File: config.mk
export PLATFORM = sky130hd
export DESIGN_NAME = top_level
export DESIGN_NICKNAME = d
export VERILOG_FILES = /design/src/rtl/top_level_pkg.sv /design/src/rtl/top_level_uart_rx.sv /design/src/rtl/top_level.sv
export SDC_FILE = /design/constraint.sdc
export NUM_CORES = 1
export LEC_CHECK = 0
export CORE_UTILIZATION = 32
export DETAILED_ROUTE_END_ITERATION = 8
export PLACE_DENSITY = 0.44
export SLEW_MARGIN = 5
export SYNTH_ARGS = -nofsm -noshare
export SYNTH_HDL_FRONTEND = slang
export SYNTH_SLANG_ARGS = --single-unit
File: constraint.sdc
create_clock -name clk -period 4 [get_ports clk]
set_input_delay 0.6 -clock clk [delete_from_list [all_inputs] [get_ports clk]]
set_output_delay 0.6 -clock clk [all_outputs]
set_load 0.01 [all_outputs]
File: src/rtl/top_level_pkg.sv
// rtl/top_level_pkg.sv - shared constants, framing states and sample type
// Defaults for the UART link plus the Q8.8 sample format used by the SMA path.
package top_level_pkg;

  localparam int CLK_HZ_DEF = 50_000_000;
  localparam int BAUD_DEF   = 115_200;
  localparam int HDR_BYTES  = 12;
  localparam int FIFO_DEPTH = 16;

  typedef enum logic [1:0] {
    HDR,
    DATA_LO,
    DATA_HI
  } frame_state_t;

  typedef logic signed [15:0] q8_8_t;

endpackage

File: src/rtl/top_level_uart_rx.sv
// rtl/top_level_uart_rx.sv - 8N1 UART receiver with start-bit qualification
// Emits a one-cycle strobe at the stop-bit centre; bytes with a low stop bit are dropped.
module uart_rx
  import top_level_pkg::*;
#(
  parameter int CLKS_PER_BIT = 434
) (
  input  logic       i_clk,
  input  logic       i_rst,
  input  logic       i_rx,
  output logic [7:0] o_data,
  output logic       o_valid
);

  typedef enum logic [1:0] {RX_IDLE, RX_START, RX_DATA, RX_STOP} rx_state_t;

  localparam int CW = (CLKS_PER_BIT > 2) ? $clog2(CLKS_PER_BIT) : 1;
  localparam logic [CW-1:0] FULL = CW'(CLKS_PER_BIT - 1);
  localparam logic [CW-1:0] HALF = CW'(CLKS_PER_BIT / 2 - 1);

  // [1:0] is the synchronizer, [2] holds the previous synchronized level
  logic [2:0]    r_sync;
  rx_state_t     r_state;
  rx_state_t     w_next;
  logic [CW-1:0] r_cnt;
  logic [2:0]    r_bit;
  logic [7:0]    r_data;
  logic          w_rx;
  logic          w_fall;
  logic          w_tick;

  assign w_rx   = r_sync[1];
  assign w_fall = r_sync[2] & ~r_sync[1];
  assign w_tick = (r_state == RX_START) ? (r_cnt == HALF) : (r_cnt == FULL);
  assign o_data = r_data;

  always_ff @(posedge i_clk) begin
    if (i_rst) begin
      r_sync  <= 3'b111;
      r_state <= RX_IDLE;
    end else begin
      r_sync  <= {r_sync[1:0], i_rx};
      r_state <= w_next;
    end
  end

  always_ff @(posedge i_clk) begin
    if (i_rst) begin
      r_cnt  <= '0;
      r_bit  <= '0;
      r_data <= '0;
    end else begin
      if (r_state == RX_IDLE || w_tick) r_cnt <= '0;
      else                              r_cnt <= r_cnt + CW'(1);
      if (r_state == RX_DATA && w_tick) begin
        r_data <= {w_rx, r_data[7:1]};
        r_bit  <= r_bit + 3'd1;
      end
    end
  end

  always_comb begin
    w_next = r_state;
    case (r_state)
      RX_IDLE:  if (w_fall) w_next = RX_START;
      RX_START: if (w_tick) w_next = w_rx ? RX_IDLE : RX_DATA;
      RX_DATA:  if (w_tick && r_bit == 3'd7) w_next = RX_STOP;
      RX_STOP:  if (w_tick) w_next = RX_IDLE;
      default:  w_next = RX_IDLE;
    endcase
  end

  always_comb begin
    o_valid = (r_state == RX_STOP) && w_tick && w_rx;
  end

endmodule

File: src/rtl/top_level.sv
// rtl/top_level.sv - UART framed Q8.8 moving-average filter with TX byte FIFO
// Define TOP_LEVEL_HDR_ECHO_EN to also echo every valid header byte to the transmitter.
module top_level
  import top_level_pkg::*;
#(
  parameter int CLK_HZ   = CLK_HZ_DEF,
  parameter int BAUD     = BAUD_DEF,
  parameter int WIN_LOG2 = 1
) (
  input  logic clk,
  input  logic reset_n,
  input  logic uart_rx,
  output logic uart_tx
);

  localparam int CLKS_PER_BIT = CLK_HZ / BAUD;
  localparam int WIN = 1 << WIN_LOG2;
  localparam int SW  = 16 + WIN_LOG2;
  localparam int CW  = (CLKS_PER_BIT > 2) ? $clog2(CLKS_PER_BIT) : 1;
  localparam int PW  = $clog2(FIFO_DEPTH);
  localparam logic [CW-1:0] FULL = CW'(CLKS_PER_BIT - 1);

  logic [7:0] w_rx_data;
  logic       w_rx_valid;

  uart_rx #(.CLKS_PER_BIT(CLKS_PER_BIT)) u_rx (
    .i_clk   (clk),
    .i_rst   (reset_n),
    .i_rx    (uart_rx),
    .o_data  (w_rx_data),
    .o_valid (w_rx_valid)
  );

  frame_state_t r_state, w_next_state;
  logic [3:0]   r_byte_cnt;
  logic [31:0]  r_len, r_samp_cnt;
  logic [31:0]  w_len_full, w_samp_next;
  logic [7:0]   r_lo;
  logic         w_hdr_byte_v, w_hdr_last, w_lo_v, w_sample_v;
  q8_8_t        w_sample;

  // Last header byte completes the length in the same cycle it arrives
  assign w_len_full  = {w_rx_data, r_len[23:0]};
  assign w_samp_next = r_samp_cnt + 32'd1;
  assign w_sample    = {w_rx_data, r_lo};

  always_ff @(posedge clk) begin
    if (reset_n) r_state <= HDR;
    else         r_state <= w_next_state;
  end

  always_comb begin
    w_next_state = r_state;
    case (r_state)
      HDR:     if (w_hdr_last) w_next_state = (w_len_full == 32'd0) ? HDR : DATA_LO;
      DATA_LO: if (w_rx_valid) w_next_state = DATA_HI;
      DATA_HI: if (w_rx_valid) w_next_state = (w_samp_next == r_len) ? HDR : DATA_LO;
      default: w_next_state = HDR;
    endcase
  end

  always_comb begin
    w_hdr_byte_v = (r_state == HDR) && w_rx_valid;
    w_hdr_last   = w_hdr_byte_v && (r_byte_cnt == 4'(HDR_BYTES - 1));
    w_lo_v       = (r_state == DATA_LO) && w_rx_valid;
    w_sample_v   = (r_state == DATA_HI) && w_rx_valid;
  end

  always_ff @(posedge clk) begin
    if (reset_n) begin
      r_byte_cnt <= '0;
      r_len      <= '0;
      r_samp_cnt <= '0;
      r_lo       <= '0;
    end else begin
      if (w_hdr_byte_v) begin
        r_byte_cnt <= w_hdr_last ? 4'd0 : r_byte_cnt + 4'd1;
        if (r_byte_cnt[3]) r_len[8*r_byte_cnt[1:0] +: 8] <= w_rx_data;
        r_samp_cnt <= '0;
      end
      if (w_lo_v)     r_lo       <= w_rx_data;
      if (w_sample_v) r_samp_cnt <= w_samp_next;
    end
  end

  q8_8_t                r_hist [WIN];
  logic signed [SW-1:0] r_sum, w_sum_next;
  logic [15:0]          r_sma;
  logic                 r_sma_p1, r_sma_p2, r_hi_pend;

  assign w_sum_next = r_sum + SW'(w_sample) - SW'(r_hist[WIN-1]);

  // Sample -> sum (+1) -> sma (+2, low byte pushed) -> high byte pushed (+3)
  always_ff @(posedge clk) begin
    if (reset_n || w_hdr_last) begin
      for (int i = 0; i < WIN; i++) r_hist[i] <= '0;
      r_sum <= '0;
    end else if (w_sample_v) begin
      for (int i = WIN - 1; i > 0; i--) r_hist[i] <= r_hist[i-1];
      r_hist[0] <= w_sample;
      r_sum     <= w_sum_next;
    end
  end

  always_ff @(posedge clk) begin
    if (reset_n) begin
      r_sma_p1  <= 1'b0;
      r_sma_p2  <= 1'b0;
      r_hi_pend <= 1'b0;
      r_sma     <= '0;
    end else begin
      r_sma_p1  <= w_sample_v;
      r_sma_p2  <= r_sma_p1;
      r_hi_pend <= r_sma_p2;
      if (r_sma_p1) r_sma <= 16'(r_sum >>> WIN_LOG2);
    end
  end

  logic       w_echo_v;
  logic [7:0] w_echo_d;
`ifdef TOP_LEVEL_HDR_ECHO_EN
  logic       r_echo_v;
  logic [7:0] r_echo_d;
  always_ff @(posedge clk) begin
    if (reset_n) begin
      r_echo_v <= 1'b0;
      r_echo_d <= '0;
    end else begin
      r_echo_v <= w_hdr_byte_v;
      r_echo_d <= w_rx_data;
    end
  end
  assign w_echo_v = r_echo_v;
  assign w_echo_d = r_echo_d;
`else
  assign w_echo_v = 1'b0;
  assign w_echo_d = 8'h00;
`endif

  logic          w_push, w_wr, w_pop, w_full, w_empty;
  logic [7:0]    w_push_data;
  logic [7:0]    r_mem [FIFO_DEPTH];
  logic [PW-1:0] r_wp, r_rp;
  logic [PW:0]   r_count;

  assign w_push      = w_echo_v | r_sma_p2 | r_hi_pend;
  assign w_push_data = w_echo_v ? w_echo_d : (r_sma_p2 ? r_sma[7:0] : r_sma[15:8]);
  assign w_full      = (r_count == (PW+1)'(FIFO_DEPTH));
  assign w_empty     = (r_count == '0);
  assign w_wr        = w_push && (!w_full || w_pop);

  always_ff @(posedge clk) begin
    if (w_wr) r_mem[r_wp] <= w_push_data;
  end

  always_ff @(posedge clk) begin
    if (reset_n) begin
      r_wp    <= '0;
      r_rp    <= '0;
      r_count <= '0;
    end else begin
      if (w_wr)  r_wp <= r_wp + PW'(1);
      if (w_pop) r_rp <= r_rp + PW'(1);
      case ({w_wr, w_pop})
        2'b10:   r_count <= r_count + (PW+1)'(1);
        2'b01:   r_count <= r_count - (PW+1)'(1);
        default: r_count <= r_count;
      endcase
    end
  end

  logic          r_tx_busy;
  logic [9:0]    r_tx_shift;
  logic [CW-1:0] r_tx_cnt;
  logic [3:0]    r_tx_bit;
  logic          w_bit_end, w_tx_done;

  assign w_bit_end = r_tx_busy && (r_tx_cnt == FULL);
  assign w_tx_done = w_bit_end && (r_tx_bit == 4'd9);
  // Reload straight from the final stop-bit clock so frames run back-to-back
  assign w_pop     = (!r_tx_busy || w_tx_done) && !w_empty;
  assign uart_tx   = !r_tx_busy || r_tx_shift[0];

  always_ff @(posedge clk) begin
    if (reset_n) begin
      r_tx_busy  <= 1'b0;
      r_tx_shift <= '1;
      r_tx_cnt   <= '0;
      r_tx_bit   <= '0;
    end else if (w_pop) begin
      r_tx_busy  <= 1'b1;
      r_tx_shift <= {1'b1, r_mem[r_rp], 1'b0};
      r_tx_cnt   <= '0;
      r_tx_bit   <= '0;
    end else if (w_tx_done) begin
      r_tx_busy <= 1'b0;
    end else if (w_bit_end) begin
      r_tx_shift <= {1'b1, r_tx_shift[9:1]};
      r_tx_cnt   <= '0;
      r_tx_bit   <= r_tx_bit + 4'd1;
    end else if (r_tx_busy) begin
      r_tx_cnt <= r_tx_cnt + CW'(1);
    end
  end

endmodule

==> run metrics <==
asr flop ratio synth 0%; final core occ 37.00%; worst skew pair latency 570 ps; TritonRoute pass-1 iters 5; Critical Path AT 3850 ps; total congestion overflow 0; Gate power share 10.4%; setup violators final 0; MaxCap Viol Count 0; area grow syn2layout 13.42%; Net Sw Frac 24.70%; # IOs 4; Post-CTS Setup Bufs 0; row count 80; Most used DFF post-synth dfxtp_1; final hold viol count 0; Sink Count 339; Num CTS Buffers 40; clk slew on worst S/H paths 60 ps; Clock Tree Buf Depth 3; Worst Setup End Kind register; sequential share of the synthesized area 53.52%; syn_nets 1,506; Slew HR 31.03%; Seq. cell area 8389 sq um; first-pass GRT wire length 58,130 um; pin count of the biggest net entering global routing 67; drt via density 4.888; Synthesis Warnings 0; WL per Instance 17.40 um; setup_tns 0 ps; fin. max-slew vios 0; fin crit share 86.20%; initial antenna violation count 0; nets 1,509; Reg power frac 45.3%; worst clock skew 19.48 ps; post-synth cell types 67; Post-DRT Antenna Nets 0; First DRT Iteration DRCs 516; total chip power 8.428 mW; Leakage Power 6.222 nW; VDD IR max 255.2 uV; vias in the first global route 10,176; Net Sw Power 2.082 mW; status finished clean; power per standard cell area 474.1 nW/um^2; crit path kind reg2reg; Req. time, crit path 4410 ps; Synth Instances 1,447; RSZ-0062 raised after global routing false; post-CTS sizing 0; Mapped Area 15,670 sq um; CTS Hold Bufs 0; dpl hpwl 24,950 um; critical path fanouts, max 3; Post-synth EDFFs 160; flops & latches, synth 339; die height 223.3 um; footprint of the multi-input gates 6675 sq um; CTS H-tree lvls 2; CTS root buffer clkbuf_16; DIE WIDTH 223.3 um; layout cells sized above 1 10.59%; routed vias 10,250; post-layout min period 3448 ps; pre-CTS setup slack 547.2 ps; Avg Cell Area, Syn 10.83 sq um; final worst slack 552.1 ps; most frequent cells in the layout 178 x dfxtp_1, 160 x edfxtp_1, 156 x nor2_1; I/O Buffers 3; Initial Util 32.62%; clock share of power 44.4%; Pint 6.346 mW; core area 48,050 sq um; CTS tree built; DRC viols 0; DIE AREA 49,870 sq um; Slew @ Worst Pin 1033 ps; RePlAce Congestion 0.8164; Max Clk Rate 290.0 MHz; WHS 447.9 ps; gr usage total 14.94%; commonest non-fill, non-tap cell in the layout dfxtp_1; hold crit path type reg2reg; Critical Path Start Type register; # diodes 0; Final Routed Wirelength 36,500 um; fill cell count 4,777
[area by class of cell]
class	count	share of cell area, %
Sequential cell	339	47.20
Clock inverter	25	1.619
Multi-Input combinational cell	950	37.55
Clock buffer	49	5.934
Tap cell	615	4.329
Inverter	83	1.753
Timing Repair Buffer	36	1.619
[worst max-delay path, stage by stage (launching register included)]
cell and delay [ps]:
dfxtp_1 330, inv_1 70, fa_1 530, inv_1 70, ha_1 310, a211oi_1 360
o211ai_1 190, a41oi_1 390, o21ai_0 180, or4_1 420, a31oi_1 210, xor2_1 160
o22ai_1 80
[logic make-up after synthesis]
family / count (synthesis) / synth area share (%)
buf+inv: 158 / 3.896
mux: 90 / 9.005
compound gates: 221 / 8.319
simple gates: 498 / 15.22
flops: 339 / 53.52
xor+xnor: 85 / 4.750
fa+ha+maj: 56 / 5.285
[power groups by stage]
stage,clock (mW),sequential (mW),combinational [mW]
2_1_floorplan,0,3.82,0.730
3_3_place_gp,0,3.89,0.883
3_5_place_dp,0,3.89,0.895
4_1_cts,3.87,3.82,0.896
5_1_grt,3.98,3.83,0.993
6_report,3.74,3.81,0.873
[cells in the mapped netlist (7+ instances only)]
cell type | instances | area share (%)
dfxtp_1 | 179 | 23
nand2b_1 | 18 | 0.72
fa_1 | 17 | 2.2
nor2b_1 | 8 | 0.32
a21oi_1 | 78 | 2.5
and2_1 | 27 | 1.1
o31ai_1 | 11 | 0.53
nor4_1 | 18 | 0.72
a21o_1 | 8 | 0.38
or3_1 | 8 | 0.32
and3_1 | 13 | 0.52
ha_1 | 39 | 3.1
mux4_2 | 40 | 5.7
nand2_1 | 117 | 2.8
o21ai_1 | 7 | 0.22
nand4_1 | 22 | 0.88
buf_1 | 7 | 0.17
xor2_1 | 33 | 1.8
mux2_2 | 8 | 0.57
edfxtp_1 | 160 | 31
o21ai_0 | 59 | 1.9
o22ai_1 | 12 | 0.48
xnor2_1 | 52 | 2.9
inv_1 | 82 | 2.0
nor3_1 | 19 | 0.61
nor2_1 | 156 | 3.7
nand3_1 | 62 | 2.0
a31oi_1 | 7 | 0.28
or2_2 | 7 | 0.28
mux2i_1 | 42 | 2.7
clkbuf_1 | 59 | 1.4
[metrics by stage]
step           instances  area (sq um)
6_report            2097         17780
5_1_grt             2097         17780
4_1_cts             2097         17780
3_5_place_dp        2023         16430
3_3_place_gp        2023         16430
2_1_floorplan       1447         15670
[registers in the layout, summed over array words and instances, names as in the netlist, 2 cells and up, named ones only]
register and flops:
u_rx.o_data 8, r_count 5, r_tx_cnt 9, r_tx_shift 9, r_len 32, r_sma 16
u_rx.r_bit 3, u_rx.r_sync 3, u_rx.r_cnt 9, r_sum 17, r_byte_cnt 4, r_mem 128
r_wp 4, r_lo 8, r_tx_bit 4, r_rp 4, r_hist 32, r_samp_cnt 32
r_state 2
[metal layers]
layer	global-route usage [%]	wire (um)
met1	20.34	17830
met2	23.76	16570
met3	2.463	1107
met4	5.745	987
met5	0	0
[worst paths after layout]
check / from / end / slack, ps / cells past startpoint
worst min register to register: u_rx.r_sync[0]$_SDFF_PP1_ / u_rx.r_sync[1]$_SDFF_PP1_ / 450 / 1
worst max register to register: r_lo[1]$_SDFFE_PP0P_ / r_sum[15]$_SDFFE_PP0P_ / 550 / 12
worst min-delay path: u_rx.r_sync[0]$_SDFF_PP1_ / u_rx.r_sync[1]$_SDFF_PP1_ / 450 / 1
worst max-delay path: r_lo[1]$_SDFFE_PP0P_ / r_sum[15]$_SDFFE_PP0P_ / 550 / 12
Power figures use the tool's default switching activity.
